File: config.mk
export PLATFORM = sky130hd
export DESIGN_NAME = vape_region_protect
export DESIGN_NICKNAME = d
export VERILOG_FILES = /design/src/rtl/vape_region_protect.sv
export SDC_FILE = /design/constraint.sdc
export NUM_CORES = 1
export LEC_CHECK = 0
export ABC_AREA = 1
export BUFFER_PORTS_ARGS = -buffer_cell sky130_fd_sc_hd__buf_2
export CORE_MARGIN = 1.5
export CORE_UTILIZATION = 55
export CTS_BUF_LIST = sky130_fd_sc_hd__clkbuf_8
export DETAILED_ROUTE_END_ITERATION = 6
export PLACE_DENSITY_LB_ADDON = 0.15
export SLEW_MARGIN = 15
export SYNTH_ARGS = -nofsm -noshare
export SYNTH_HDL_FRONTEND = slang
export SYNTH_SLANG_ARGS = --single-unit
File: constraint.sdc
create_clock -name clk -period 3.6 [get_ports clk]
set_input_delay 0.36 -clock clk [delete_from_list [all_inputs] [get_ports clk]]
set_output_delay 0.36 -clock clk [all_outputs]
set_load 0.01 [all_outputs]
File: src/rtl/vape_region_protect.sv
// vape_region_protect
// Write guard for NUM_REG runtime-programmable protected address regions.
// CPU and DMA write traffic is checked against every enabled region. A hit
// kills the execution-integrity flag (exec) and is recorded in a sticky
// violation log: first offender address, source, region index, and a
// saturating count of violating cycles.
// The KILL -> RUN re-arm happens only when pc sits at the ER entry address
// in a cycle with no violation.
// Optional feature macro: VAPE_PROT_ER_EXIT_EN. When it is defined, leaving
// the executable region [ER_min, ER_max] also drops back to KILL.
module vape_region_protect #(
    parameter int ADDR_W  = 16,
    parameter int NUM_REG = 2,
    parameter int CNT_W   = 8,
    parameter int IDX_W   = 3
) (
    input  logic                      clk,
    input  logic                      reset_n,
    input  logic [ADDR_W-1:0]         pc,
    input  logic [ADDR_W-1:0]         data_addr,
    input  logic                      data_en,
    input  logic [ADDR_W-1:0]         dma_addr,
    input  logic                      dma_en,
    input  logic [ADDR_W-1:0]         ER_min,
    input  logic [ADDR_W-1:0]         ER_max,
    input  logic [NUM_REG*ADDR_W-1:0] reg_min,
    input  logic [NUM_REG*ADDR_W-1:0] reg_max,
    input  logic [NUM_REG-1:0]        reg_en,
    input  logic                      viol_clr,
    output logic                      exec,
    output logic                      viol_valid,
    output logic [ADDR_W-1:0]         viol_addr,
    output logic                      viol_dma,
    output logic [IDX_W-1:0]          viol_idx,
    output logic [CNT_W-1:0]          viol_cnt
);

    typedef enum logic {
        KILL = 1'b0,
        RUN  = 1'b1
    } state_t;

    state_t              state;

    logic [NUM_REG-1:0]  cpu_match;
    logic [NUM_REG-1:0]  dma_match;
    logic                cpu_hit;
    logic                dma_hit;
    logic                viol;
    logic [IDX_W-1:0]    cpu_idx;
    logic [IDX_W-1:0]    dma_idx;
    logic [ADDR_W-1:0]   lo;
    logic [ADDR_W-1:0]   hi;
    logic                at_entry;
    logic                in_er;

    // Per-region inclusive unsigned bound check for both write sources.
    // A region whose lower bound is above its upper bound can never satisfy
    // both compares, so it naturally matches nothing.
    always_comb begin
        cpu_match = '0;
        dma_match = '0;
        lo        = '0;
        hi        = '0;
        for (int i = 0; i < NUM_REG; i++) begin
            lo = reg_min[i*ADDR_W +: ADDR_W];
            hi = reg_max[i*ADDR_W +: ADDR_W];
            cpu_match[i] = reg_en[i] && (data_addr >= lo) && (data_addr <= hi);
            dma_match[i] = reg_en[i] && (dma_addr  >= lo) && (dma_addr  <= hi);
        end
    end

    // Priority encode the matches so the lowest region index wins.
    // Scanning downwards lets the lowest hit overwrite any higher one.
    always_comb begin
        cpu_idx = '0;
        dma_idx = '0;
        for (int i = NUM_REG - 1; i >= 0; i--) begin
            if (cpu_match[i]) begin
                cpu_idx = IDX_W'(i);
            end
            if (dma_match[i]) begin
                dma_idx = IDX_W'(i);
            end
        end
    end

    assign cpu_hit  = data_en && (|cpu_match);
    assign dma_hit  = dma_en  && (|dma_match);
    assign viol     = cpu_hit || dma_hit;
    assign at_entry = (pc == ER_min);

`ifdef VAPE_PROT_ER_EXIT_EN
    assign in_er = (pc >= ER_min) && (pc <= ER_max);
`else
    // Without the exit check, pc only matters at the entry address and
    // ER_max plays no part. It is folded into a signal that is never read.
    logic unused_er_max;
    assign unused_er_max = ^ER_max;
    assign in_er         = 1'b1;
`endif

    // Execution-integrity state machine. It re-arms only at ER entry on a
    // clean cycle and falls back to KILL on any violation (and, when the
    // feature is built in, on leaving ER).
    always_ff @(posedge clk or negedge reset_n) begin
        if (!reset_n) begin
            state <= KILL;
        end else begin
            case (state)
                KILL: begin
                    if (at_entry && !viol) begin
                        state <= RUN;
                    end
                end
                RUN: begin
                    if (viol || !in_er) begin
                        state <= KILL;
                    end
                end
                default: state <= KILL;
            endcase
        end
    end

    // exec is combinational so that it drops in the same cycle as the
    // offending write, not one cycle later.
    assign exec = (state == RUN) && !viol && in_er;

    // Sticky violation log. A clear takes effect before a coinciding
    // violation, so that violation becomes the first logged event with a
    // count of one. CPU wins over DMA when both hit in the same cycle.
    always_ff @(posedge clk or negedge reset_n) begin
        if (!reset_n) begin
            viol_valid <= 1'b0;
            viol_addr  <= '0;
            viol_dma   <= 1'b0;
            viol_idx   <= '0;
            viol_cnt   <= '0;
        end else begin
            if (viol_clr) begin
                viol_valid <= 1'b0;
                viol_addr  <= '0;
                viol_dma   <= 1'b0;
                viol_idx   <= '0;
                viol_cnt   <= '0;
            end
            if (viol) begin
                if (viol_clr) begin
                    viol_cnt <= CNT_W'(1);
                end else if (viol_cnt != {CNT_W{1'b1}}) begin
                    viol_cnt <= viol_cnt + CNT_W'(1);
                end
                if (!viol_valid || viol_clr) begin
                    viol_valid <= 1'b1;
                    viol_dma   <= !cpu_hit;
                    viol_addr  <= cpu_hit ? data_addr : dma_addr;
                    viol_idx   <= cpu_hit ? cpu_idx : dma_idx;
                end
            end
        end
    end

endmodule

### Yosys cells after proc, flatten, opt, wreduce, memory -nomap -nowiden

Index checks and enable logic that the tools add are counted.

* reduce and logical (&&, ||, !) cells: 19
* equal/unequal tests: 2
* mux-type cells: 25
* order comparisons: 8
* bitwise logic cells: 1
* add/sub/neg operators: 1

Operator list (count)
* $ge 16x16->1: 4
* $le 16x16->1: 4
* $mux 16: 4
* $mux 8: 4
* $mux 3: 6
* $eq 16x16->1: 1
* $logic_and 1x1->1: 12
* $mux 1: 10
* $add 8x1->8 const B: 1
* $ne 8x8->1 const B: 1
* $reduce_or 2->1: 2
* $logic_not 1->1: 3
* $logic_or 1x1->1: 2
* $pmux 1 s2: 1
* $not 1->1: 1

* bits of input ports: 151
* flip-flop bits (word level): 30

### Longest topological paths before layout

* depth after elaboration: 10
* mapped depth: 20

### Worst setup path before layout

Ideal clock, no wire load.

* kind: in2out
* start point: input reg_max[15]
* end point: output exec
* slack: 1.388 ns
* path buffers: 1
* arrival: 1.852 ns
* cell stages on the path: 15
* path through: inv_1 ha_1 nand2_2 nor4_2 nand2_1 nand2_1 nand2_1 nand2_1 nand2_1 nand2_2 nand2_4 buf_8 inv_1 nand2_1 inv_1

* longest elaborated chain between the ends: 7
* elaborated cells between the ends (all ways): 11
* those cells by class: order compare: 2; reduce/logical: 9

RTL lines
* start, declared: line 27 `input logic [NUM_REG*ADDR_W-1:0] reg_max,`
* $le 16x16->1 (on tied branches): line 68, 69
* $logic_and 1x1->1 (on tied branches): line 68, 69
* $reduce_or 2->1 (on tied branches): line 88, 89
* $logic_and 1x1->1 (on tied branches): line 88, 89
* $logic_or 1x1->1 (*): line 90 `assign viol = cpu_hit || dma_hit;`
* $logic_not 1->1 (*): line 128 `assign exec = (state == RUN) && !viol && in_er;`
* $logic_and 1x1->1 (*): line 128
* end, declared: line 30 `output logic exec,`

Mark *: on every way between the ends. The rest lies on a longest branch, timed or not.

### Worst setup path after layout

* start point: input dma_addr[11]
* end point: output exec

* longest elaborated chain between the ends: 8
* elaborated cells between the ends (all ways): 13
* those cells by class: order compare: 4; reduce/logical: 9

RTL lines
* start, declared: line 22 `input logic [ADDR_W-1:0] dma_addr,`
* $ge 16x16->1: line 69 `dma_match[i] = reg_en[i] && (dma_addr >= lo) && (dma_addr <= hi);`
* $logic_and 1x1->1 (2 in series): line 69
* $reduce_or 2->1 (*): line 89 `assign dma_hit = dma_en && (|dma_match);`
* $logic_and 1x1->1 (*): line 89
* $logic_or 1x1->1 (*): line 90
* $logic_not 1->1 (*): line 128
* $logic_and 1x1->1 (*): line 128

Marked as above.

==> results.json <==
{
  "worstSetupEndpointType": "primary output",
  "netlist_area_um2": 5320,
  "hp-class": "in -> async",
  "synth.top_cell.area_share": 0.303,
  "io_pins": 181,
  "setup_ws_ps": 914,
  "yosys.area.top_type": "ha_1",
  "grt_max_degree": 35,
  "setup_tns_ps": 0,
  "antenna_found_initial": 0,
  "worst_setup_path_start_kind": "input port",
  "worstReg2RegStart": "viol_cnt[0]",
  "wl_per_cell_um": 12.2,
  "cp_cell_sequence": "buf_2 > ha_1 > nand4_1 > nor3_1 > nand3_1 > nand3_1 > nand3_1 > nand2_1 > nand2_1 > nand2_4 > inv_1 > nand2_1 > inv_1 > buf_2",
  "slowest_stage": "nor3_1",
  "tritoncts": "built",
  "postCtsSetupBuffers": 0,
  "power_density_nw_per_um2": 217,
  "finalCritPeriodShare": 0.746,
  "peakVddDrop_v": 0.000144,
  "ys_top_cells_by_area": "ha_1 30%, nand2_1 17%, dfrtp_1 14%, inv_1 10%, nand3_1 5.5%",
  "dp.final_hpwl_um": 11400,
  "antenna_left": 0,
  "h-tree-depth": 2,
  "clock_latency_ps": 280,
  "maxCapViolCount": 0,
  "firstDrtPassIters": 5,
  "via_per_inst": 4.95,
  "wl_um": 13500,
  "vias": 5499,
  "overflow": 0,
  "hold_violations": 0,
  "clkSinkCount": 30,
  "synthesis.nets": 1100,
  "cts_buffers": 5,
  "grt_pass1_vias": 4840,
  "crit_fanout": 5,
  "dp_slack_ps": 831,
  "cts_resized": 0,
  "antennaDiodeCount": 0,
  "clock_skew_ps": 3.43,
  "p_leak_nw": 3.88,
  "crit_required_ps": 3240,
  "reg2reg_depth": 10,
  "synth_warnings": 0,
  "fp.dieW_um": 101,
  "synth_edf_count": 0,
  "maxSlewViolCount": 0,
  "ys_seq_area_frac": 0.141,
  "setup_viol": 0,
  "clock_path_buffers": 2,
  "ys_async_sr_fraction": 1.00,
  "grt_usage": 0.266,
  "drc_errors": 0,
  "synth_area_per_cell_um2": 6.49,
  "clk_pin_slew_ps": 60,
  "ys_ff_latch": 30,
  "holdBufCountCts": 0,
  "holdWs_ps": 104,
  "rows": 35,
  "total_power_mw": 1.37,
  "dieArea_um2": 10300,
  "worst_slew_pin_slew_ps": 663,
  "initial_utilization": 0.571,
  "synthFlopType": "dfrtp_1",
  "drive_gt1_frac": 0.200,
  "finalWorstPathRequiredPeriod_ps": 2690,
  "status": "finished clean",
  "port_buffers": 164,
  "coreArea_um2": 9330,
  "critical_path.endpoint": "exec",
  "r2r_slack_ps": 1580,
  "syn_inst": 820,
  "grt_pass1_wl_um": 21900,
  "gp_congestion": 0.844,
  "syn2layout_area_growth_pct": 18.7,
  "startpoint": "dma_addr[11]",
  "max_stage_delay_ps": 360,
  "drtIter0Drc": 236,
  "worstPathArrival_ps": 2330,
  "fin_nets": 1260,
  "slew_headroom": 0.558,
  "rsz0062_at_grt": "no",
  "crit_type": "in -> out",
  "fmax_mhz": 372,
  "die_h_um": 101,
  "cts-root-buf": "clkbuf_8",
  "r2r_end": "viol_cnt[0]",
  "ys_types": 32
}
==> per-stage QoR <==
stage	utilization	instance area, um2	std cells
2_1_floorplan	-	5320	820
3_3_place_gp	0.667	6230	1102
3_5_place_dp	0.667	6230	1102
4_1_cts	0.677	6320	1110
5_1_grt	0.677	6320	1110
6_report	0.677	6320	1110
==> area by class of cell <==
| type | instances | area (um2) |
|---|---|---|
| fill | 937 | 3010 |
| inverter | 144 | 541 |
| tap | 129 | 161 |
| clock inverter | 2 | 8.76 |
| timing repair buffer | 167 | 843 |
| multi-input combinational | 632 | 3930 |
| clock buffer | 6 | 82.6 |
| sequential | 30 | 751 |
==> cells in the mapped netlist (all sizes together) (4+ instances only) <==
library cell  number
clkbuf             5
o21a               6
or2                5
o21ai             24
nand2            248
inv              144
nor2              59
xnor2              8
o21bai             5
dfrtp             30
ha               129
nor3               4
nand3             61
nand4             12
a21oi             60
buf                9
==> cells by family after synthesis <==
logic type,Yosys count,synth area share
simple gates,393,0.310
buf+inv,158,0.121
fa+ha+maj,129,0.303
compound gates,100,0.108
flops,30,0.141
xor+xnor,10,0.0165
==> how the worst min path moves through the flow <==
| stage | from | endpoint | slack, ps |
|---|---|---|---|
| 4_1_cts | reset_n | viol_cnt[4] | 130 |
| 3_3_place_gp | reset_n | viol_cnt[4] | 440 |
| 5_1_grt | reset_n | viol_dma | 160 |
| 6_report | reset_n | viol_cnt[3] | 100 |
| 2_1_floorplan | reset_n | state | 60 |
| 3_5_place_dp | reset_n | viol_cnt[4] | 430 |
==> flip-flops by register name (all words and copies together) (netlist names) <==
signal and count:
viol_addr 16, viol_cnt 8, viol_idx 3, state 1, viol_dma 1, viol_valid 1
==> worst max-delay path, delay by kind of cell <==
kind	cells	cell delay, ps
adder cells (fa/ha/maj)	1	330
buffers and inverters	4	390
AND/OR/NAND/NOR	9	1240
==> layout by cell type, fill, tap and decap left out, types with 8 or more instances in the layout <==
cell,synthesis,final
nand4_1,12,12
inv_1,144,145
o21ai_0,17,17
ha_1,129,129
a21oi_1,57,57
nand2_1,241,241
buf_2,4,164
xnor2_1,8,8
nor2_1,59,59
dfrtp_1,30,30
nand3_1,58,58
==> per-layer routing <==
metal | GRT usage | vias to the layer above | wire (um)
met5 | 0 | - | 0
met4 | 0.0363 | 0 | 79
met3 | 0.0283 | 7 | 492
met2 | 0.475 | 135 | 6490
met1 | 0.354 | 2388 | 6440
li1 | - | 2969 | -
==> power by group <==
part | internal, mW | total [mW] | switching [mW]
combinational | 0.279 | 0.691 | 0.412
sequential | 0.375 | 0.400 | 0.0252
clock | 0.151 | 0.282 | 0.131
Power figures use the tool's default switching activity.
